$ cat config.mk
export PLATFORM = sky130hd
export DESIGN_NAME = fetch_stage
export DESIGN_NICKNAME = d
export VERILOG_FILES = /design/src/rtl/fetch_stage.sv
export SDC_FILE = /design/constraint.sdc
export NUM_CORES = 1
export LEC_CHECK = 0
export CORE_MARGIN = 1
export CORE_UTILIZATION = 49
export CTS_BUF_LIST = sky130_fd_sc_hd__clkbuf_8
export DETAILED_ROUTE_END_ITERATION = 10
export PLACE_DENSITY = 0.84
export SLEW_MARGIN = 20
export SYNTH_ARGS = -nofsm -noshare
export SYNTH_HDL_FRONTEND = slang
export SYNTH_SLANG_ARGS = --single-unit
$ cat constraint.sdc
create_clock -name clk -period 2.6 [get_ports clk]
set_clock_uncertainty 0.1 [all_clocks]
set_input_delay 0.52 -clock clk [delete_from_list [all_inputs] [get_ports clk]]
set_output_delay 0.52 -clock clk [all_outputs]
set_load 0.05 [all_outputs]
$ cat src/rtl/fetch_stage.sv
// Instruction fetch stage: issues one word-aligned read at a time to the
// instruction memory, buffers the returned word for decode, and handles
// branch redirects (including wrong-path requests still in flight) and a
// sticky halt that stops fetch until reset.
//
// Handshakes:
//   imem: imem_req/imem_addr are raised and held stable until the cycle in
//         which imem_ack=1; that cycle also carries imem_rdata. An ack while
//         imem_req=0 has no effect.
//   decode: an instruction moves to decode in a cycle where id_valid=1 and
//         id_ready=1. While id_valid=1 and id_ready=0 every id_* output holds.
module fetch_stage #(
  parameter logic [31:0] RESET_PC = 32'h0000_0000
) (
  input  logic        clk,
  input  logic        rst_n,
  output logic        imem_req,
  output logic [31:0] imem_addr,
  input  logic        imem_ack,
  input  logic [31:0] imem_rdata,
  input  logic        redirect_en,
  input  logic [31:0] redirect_pc,
  input  logic        halt,
  input  logic        id_ready,
  output logic        id_valid,
  output logic [31:0] id_inst,
  output logic [5:0]  id_opcode,
  output logic [4:0]  id_rt,
  output logic [5:0]  id_funct,
  output logic [31:0] id_pc,
  output logic [31:0] id_pc4,
  output logic        halted,
  output logic [1:0]  dbg_state
);

  typedef enum logic [1:0] {
    S_REQ  = 2'd0,  // request for pc outstanding
    S_DROP = 2'd1,  // wrong-path request outstanding, pc already retargeted
    S_HOLD = 2'd2,  // instruction buffered for decode
    S_HALT = 2'd3   // stopped until reset
  } state_t;

  localparam logic [31:0] RESET_PC_W = {RESET_PC[31:2], 2'b00};

  state_t      state_q, state_d;
  logic [31:0] pc_q, pc_d;
  logic [31:0] addr_q, addr_d;
  logic [31:0] inst_q, inst_d;
  logic [31:0] idpc_q, idpc_d;
  logic        hp_q, hp_d;
  logic        req_q, req_d;
  logic        halted_q, halted_d;

  logic        halt_any;
  logic        redir;
  logic [31:0] target;
  logic        unused_bits;

  // A halt (new or pending) blocks every redirect; target drops the byte offset.
  assign halt_any    = halt | hp_q;
  assign redir       = redirect_en & ~halt_any;
  assign target      = {redirect_pc[31:2], 2'b00};
  assign unused_bits = ^redirect_pc[1:0];

  // Next-state logic for the fetch FSM and its registered outputs.
  always_comb begin
    state_d = state_q;
    pc_d    = pc_q;
    inst_d  = inst_q;
    idpc_d  = idpc_q;
    hp_d    = hp_q | halt;
    case (state_q)
      S_REQ: begin
        if (imem_ack) begin
          if (halt_any) begin
            state_d = S_HALT;
          end else if (redir) begin
            pc_d    = target;
            state_d = S_REQ;
          end else begin
            inst_d  = imem_rdata;
            idpc_d  = pc_q;
            state_d = S_HOLD;
          end
        end else if (redir) begin
          pc_d    = target;
          state_d = S_DROP;
        end
      end
      S_DROP: begin
        if (redir) pc_d = target;
        if (imem_ack) state_d = halt_any ? S_HALT : S_REQ;
      end
      S_HOLD: begin
        if (halt_any) begin
          state_d = S_HALT;
        end else if (redir) begin
          pc_d    = target;
          state_d = S_REQ;
        end else if (id_ready) begin
          pc_d    = pc_q + 32'd4;
          state_d = S_REQ;
        end
      end
      default: state_d = S_HALT;
    endcase
    // A fresh request always presents pc; a wrong-path request keeps its address.
    addr_d   = (state_d == S_REQ) ? pc_d : addr_q;
    req_d    = (state_d == S_REQ) || (state_d == S_DROP);
    halted_d = (state_d == S_HALT);
  end

  // State and output registers; reset abandons any outstanding request.
  always_ff @(posedge clk or negedge rst_n) begin
    if (!rst_n) begin
      state_q  <= S_REQ;
      pc_q     <= RESET_PC_W;
      addr_q   <= RESET_PC_W;
      inst_q   <= 32'd0;
      idpc_q   <= 32'd0;
      hp_q     <= 1'b0;
      req_q    <= 1'b1;
      halted_q <= 1'b0;
    end else begin
      state_q  <= state_d;
      pc_q     <= pc_d;
      addr_q   <= addr_d;
      inst_q   <= inst_d;
      idpc_q   <= idpc_d;
      hp_q     <= hp_d;
      req_q    <= req_d;
      halted_q <= halted_d;
    end
  end

  assign imem_req  = req_q;
  assign imem_addr = addr_q;
  assign halted    = halted_q;
  assign dbg_state = state_q;
  // A same-cycle redirect squashes the buffered instruction.
  assign id_valid  = (state_q == S_HOLD) & ~redirect_en;
  assign id_inst   = inst_q;
  assign id_opcode = inst_q[31:26];
  assign id_rt     = inst_q[20:16];
  assign id_funct  = inst_q[5:0];
  assign id_pc     = idpc_q;
  assign id_pc4    = idpc_q + 32'd4;

endmodule
==> run metrics <==
RSZ-0062 raised after global routing yes; area leader, netlist dfrtp_1; DRT Pass-1 Iters 8; CP Data Arrival Time 2410 ps; H-tree depth 4; outcome complete, but fails checks; Mapped Avg Cell Area between 10 and 15 sq um; Post-Synthesis Net Count ~740; Top FF cell, synth dfrtp_1; DP HPWL about 18000 microns; Final WS setup -427.0 ps; total global-route track usage between 30% and 40%; top post-synthesis cells by area dfrtp_1 (47%), mux2_2 (7.8%), mux2_1 (5.0%), nand2_1 (3.4%), buf_4 (2.3%); share of synthesized registers carrying an async set or reset 100.0%; Core ar. between 10000 and 15000 sq um; wire per inst roughly 22 microns; GRT Residual Overflow 0; synthesis-stage register bit count between 100 and 150; final instance area approximately 11000 sq um; Fin. Hold Viols 0; Slew Limit Fails 0; Synth Instances about 660; failing checks negative setup slack; flop2flop setup slack 160 ps; relative slew slack a little under three fifths; Inserted Clock Buffers 17; CP Launch Type register; first-pass GRT wire length approximately 38000 microns; Final Setup Violations 21; IO Port Bufs roughly 220; Ys Warns 0; die height 121.9 microns; drt initial violations 559; initial antenna violation count 0; Starting Density between 50% and 60%; vias per cell 5.905; Routed WL 25880 microns; Final ANT Viol Nets 0; Post-Place Cells between 1000 and 1500; # diodes 0; number of flops mapped to enable cells by yosys 0; Synth cell types 70; register clock-pin slew on the reported worst setup and hold paths approximately 70 ps; Non-Filler Instances 1159; fin crit period roughly 3000 ps; GPL Wtd Cong a little over 0.9; drc violations 0; Syn Std Cell Area 7041 sq um; Final Cycle Share 116.4%; critical path class register to primary output; Synth top area share a little under half; std cell rows 43; Leakage just over 5 nW; Crit Path Max Fanout 4; Worst Hold Class register to register; vias approximately 6800; Die W between 100 and 150 microns; IO Count 220; largest net degree at the start of global routing 68; Seq/Total Area, Yosys 47.29%; Max VDD drop between 0.0003 and 0.0004 V; # Max-Cap Violations 0; Placed Area approximately 11000 sq um; synthesis-to-finish area growth 59.94%; maximum clock insertion buffer count 2; CP Data Required Time 1980 ps; Worst Tran Pin Value 662.4 ps; CTS root buffer clkbuf_8; fin nets 1038; vias in the first global route just under 7000; layout cell share with drive strength beyond 1 32.48%; die area 14850 sq um; clk sink count ~130; Fmax ~0.33 GHz; Crit. End Element primary output; clk_lat worst skew 450 ps; PD cells 409.9 nW/um^2; CTS tree built
-- layer usage --
metal	global-route usage [%]	vias up	routed length, microns
met4	15.59	0	1044
met1	44.72	3374	10190
met5	0	-	0
met3	6.601	86	1902
li1	-	3017	-
met2	55.83	367	12740
-- layout make-up --
type / instances / area (sq um)
clock buffers: 22 / 302.8
clock inverters: 10 / 82.58
fillers: 796 / 2674
inverters: 12 / 45.04
multi-input cells: 463 / 3839
flip-flops and latches: 133 / 3346
well taps: 180 / 225.2
repair buffers: 339 / 3421
-- repair_timing --
action,in CTS,in global routing
endpoints found under the setup margin,21,24
pin swaps,13,15
gates resized for setup,28,20
hold endpoints to repair,26,0
hold buffers,1,0
buffers inserted,10,11
-- per-stage QoR --
stage / power, mW / utilization, % / setup TNS [ps] / worst slack [ps] / hold slack [ps]
final: 4.615 / 80.81 / -6014 / -427.0 / 383.4
after global routing: 4.762 / 80.81 / -7819 / -522.1 / 410.7
after CTS: 4.620 / 79.79 / -5157 / -380.6 / 388.6
after detailed placement: 2.972 / 75.48 / -6061 / -262.9 / 371.9
after global placement: 2.951 / 75.48 / -4643 / -181.4 / 363.4
after floorplan: 2.604 / - / -1833 / -215.2 / 124.4
-- cells in the final DEF (no fill, tap or decap), types with 5 or more instances in the layout --
| cell | netlist | layout |
|---|---|---|
| dfrtp_1 | 132 | 119 |
| buf_6 | 3 | 6 |
| a31oi_1 | 5 | 5 |
| inv_1 | 12 | 14 |
| mux2_1 | 31 | 31 |
| xnor2_2 | 0 | 9 |
| a211oi_1 | 6 | 6 |
| nor2_1 | 44 | 40 |
| nor3_1 | 23 | 16 |
| and4_1 | 7 | 6 |
| clkbuf_8 | 0 | 22 |
| clkdlybuf4s50_1 | 0 | 184 |
| buf_12 | 0 | 31 |
| o22ai_1 | 6 | 6 |
| nand3_1 | 28 | 22 |
| buf_4 | 22 | 115 |
| nand2_2 | 0 | 5 |
| a21oi_1 | 13 | 13 |
| nor3_4 | 1 | 7 |
| nand4_1 | 16 | 16 |
| and2_1 | 8 | 8 |
| nand2_1 | 64 | 59 |
| o41ai_1 | 7 | 7 |
| mux2_2 | 49 | 49 |
| xor2_4 | 0 | 5 |
| o31ai_1 | 16 | 16 |
| o21ai_0 | 13 | 13 |
| mux2i_1 | 7 | 7 |
| and3_1 | 12 | 10 |
| dfrtp_2 | 0 | 13 |
| xnor2_4 | 0 | 5 |
-- critical path: stages, from the launching register on --
cell and delay [ps]:
dfrtp_2 370, nand2_2 100, or3_4 410, or3_4 440, nor3b_4 310, xor2_4 180
buf_12 150
-- kinds of logic (layout without fill, tap and decap cells) --
kind of cell / count (synthesis) / after routing / synth area share, %
AO/OA/AOI/OAI: 106 / 106 / 10.97
multiplexers: 87 / 87 / 13.79
adder cells (fa/ha/maj): 2 / 2 / 0.3554
flip-flops: 133 / 133 / 47.29
buffers and inverters: 67 / 383 / 5.385
XOR/XNOR: 28 / 28 / 3.483
AND/OR/NAND/NOR: 240 / 240 / 18.73
-- path summary, 6_finish.rpt --
path / from / endpoint / cells past startpoint
min: imem_addr[26] / imem_addr[26] / 2
max: id_pc[5] / id_pc4[27] / 6
min reg2reg: imem_addr[26] / imem_addr[26] / 2
min in group asynchronous: rst_n / id_inst[7] / 2
max reg2reg: dbg_state[0] / imem_addr[23] / 7
max in group asynchronous: rst_n / id_inst[30] / 3
-- synth_stat cells (all sizes together) (4+ instances only) --
cell type / number
a211oi: 7
a21oi: 14
a311oi: 4
a31oi: 5
and2: 8
and3: 12
and4: 8
buf: 46
clkbuf: 9
dfrtp: 132
inv: 12
mux2: 80
mux2i: 7
nand2: 64
nand3: 28
nand4: 18
nor2: 44
nor3: 24
nor3b: 5
nor4: 7
o21ai: 16
o221a: 4
o22ai: 6
o31ai: 16
o41ai: 7
or2: 5
or3: 7
xnor2: 18
xor2: 10
-- power by group --
part	leakage, nW	switching, mW	internal, mW
clock	0.201	0.802	0.870
combinational	3.12	0.414	0.296
sequential	1.75	0.0830	2.15
-- registers in the layout, summed over array words and instances, names as in the netlist --
signal and cells:
id_inst 32, id_pc 32, imem_addr 32, pc_q 32, dbg_state 2, halted 1
hp_q 1, imem_req 1
No activity file was read; power rests on OpenSTA's default activity.
==> RTL change: new RTL, config.mk and constraints unchanged <==
Reset style: synchronous (`rst_n`), changed in one clocked block.
--- a/src/rtl/fetch_stage.sv
+++ b/src/rtl/fetch_stage.sv
@@ -111,7 +111,7 @@
   end
 
   // State and output registers; reset abandons any outstanding request.
-  always_ff @(posedge clk or negedge rst_n) begin
+  always_ff @(posedge clk) begin
     if (!rst_n) begin
       state_q  <= S_REQ;
       pc_q     <= RESET_PC_W;
Function: differs if rst_n is asserted again (counterexample within 4 cycles, from zero or initial values and one cycle with rst_n low); with rst_n held inactive, the same outputs for 4 cycles.
==> RTL change against the unedited design <==
- the flow still finishes with violations (setup timing)
- via count grew 9.5%
- worst setup slack gained 0.089 ns
- global-route usage shrank 1.1 points
- synthesized cell count grew 24%
- critical path type unchanged
- area after synthesis shrank 9.1%
- cell area shrank 7.8%
- largest cell class unchanged
- routed wire length shrank 1.3%
- fmax grew 3.0%
- sequential cell count is the same
- hold slack lost 0.029 ns
- total power grew 11%
==> RTL change: results (changes against the unedited design) <==
[route]
drt-vias-per-instance=5.94  ; +0.52%
first_iter_violations=760  ; +36%
dr.pass1.iters=7  ; -1
wirelength_microns=25600  ; -1.3%

[finish]
nNetsFinal=1151  ; +11%
fill_cells=787  ; -1.1%
drive_gt1_share_pct=21.8  ; -11 points

[global_route]
grt_max_degree=65  ; -4.4%
grt_pass1_wl_microns=34600  ; -8.9%
first_global_vias=6845  ; -1.3%
grt_use_total_pct=33.4  ; -1.1 points

[timing]
worstMarginPinSlew_ns=0.577  ; -0.0852 ns
setup_viol=17  ; -19%
period_needed_ns=2.94  ; -0.0892 ns
setup_tns_ns=-2.97  ; +3.05 ns
fin_ws_ns=-0.338  ; +0.0892 ns

[logic_synthesis]
seq_area_frac_synth_pct=41.6  ; -5.7 points
syn-num-nets=891  ; +21%
ys.flop_type=dfxtp_1
synthDistinctLibCells=71  ; +1.4%
synth.area.mux_share_pct=0.489  ; -13 points
synthAdderAreaFrac_pct=0.391  ; +0.036 points
synthTopCellsByArea=dfxtp_1 (42%), nand2_1 (10%), a21oi_1 (6.7%)
synthArstFlopShare_pct=0  ; -100 points
yosys-top-cells-count=nand2_1 (175), dfxtp_1 (133), a21oi_1 (86), nor2_1 (50), clkbuf_1 (44)

[critical_path]
worstPathArrival_ns=2.32  ; -0.09 ns
crit_fanout=6  ; +2
r2r_setup_slack_ns=0.24  ; +0.08 ns
max_stage_delay_ns=0.42  ; -0.02 ns

[run_status]
status=finished, violations left
violations=setup timing

[pwr]
peakVddDrop_v=0.000378  ; +13%
leakagePower_nw=3.91  ; -23%
intPower_mw=3.62  ; +9.2%

[placed_design]
hpwl_microns=15800  ; -11%
place.gp.congestion=0.933  ; +0.53%
port_buffers=217  ; unchanged

[clock_network]
clkTransAtPathRegs_ns=0.07  ; about the same
clockRootBuffer=clkbuf_8

RTL change: path summary, 6_finish.rpt:
check / start / endpoint / cells after the start
worst min register to register: id_inst[13] / id_inst[13] / 2
worst min-delay path: id_inst[13] / id_inst[13] / 2
worst max register to register: pc_q[3] / imem_addr[14] / 8
worst max-delay path: id_pc[21] / id_pc4[30] / 7
RTL change: kinds of logic (layout without fill, tap and decap cells):
group / Yosys count / after routing
AND/OR/NAND/NOR: 373 / 373
adder cells (fa/ha/maj): 2 / 2
AO/OA/AOI/OAI: 193 / 193
XOR/XNOR: 29 / 29
buffers and inverters: 86 / 358
multiplexers: 3 / 3
flip-flops: 133 / 133
RTL change: metal layers:
layer | track usage (%) | part of all wire, %
met1 | 42.0 | 37
met2 | 55.1 | 48
met3 | 8.20 | 11
met4 | 12.8 | 4.0
met5 | 0 | 0
RTL change: layout make-up:
class	instances	area [sq um]	share of cell area, %
Clock buffer	20	275	2.65
Clock inverter	11	173	1.66
Inverter	12	47.5	0.458
Multi-Input combinational cell	600	3730	35.9
Sequential cell	133	2730	26.2
Tap cell	172	215	2.07
Timing Repair Buffer	315	3220	31.0
RTL change: stage by stage:
stage	worst slack (ns)	hold WS (ns)	power, mW	std cells	instance area [sq um]
after global placement	-0.266	0.341	3.18	1208	9440
after CTS	-0.167	0.357	5.11	1257	10200
after global routing	-0.385	0.377	5.28	1263	10400
after floorplan	-0.0580	0.337	2.77	819	6590
after detailed placement	-0.304	0.348	3.19	1208	9440
final	-0.338	0.355	5.12	1263	10400
RTL change: what timing repair did:
| action | 4_1_cts | 5_1_grt |
|---|---|---|
| setup buffers | 18 | 6 |
| endpoints found under the setup margin | 20 | 19 |
| endpoints found under the hold margin | 0 | 0 |
| pin swaps | 27 | 18 |
| gates resized for setup | 54 | 19 |
RTL change: worst max-delay path: cells and delay by family (launching register included):
kind / cells / cell delay, ns
xor+xnor: 1 / 0.37
flops: 1 / 0.42
buf+inv: 2 / 0.35
simple gates: 4 / 0.73
RTL change: power by group through the flow:
stage | Clock [mW] | Sequential, mW | Combinational [mW]
after floorplan | 0 | 2.41 | 0.357
after global placement | 0 | 2.24 | 0.949
after detailed placement | 0 | 2.24 | 0.958
after CTS | 1.96 | 2.17 | 0.969
after global routing | 2.06 | 2.19 | 1.04
final | 1.96 | 2.18 | 0.988
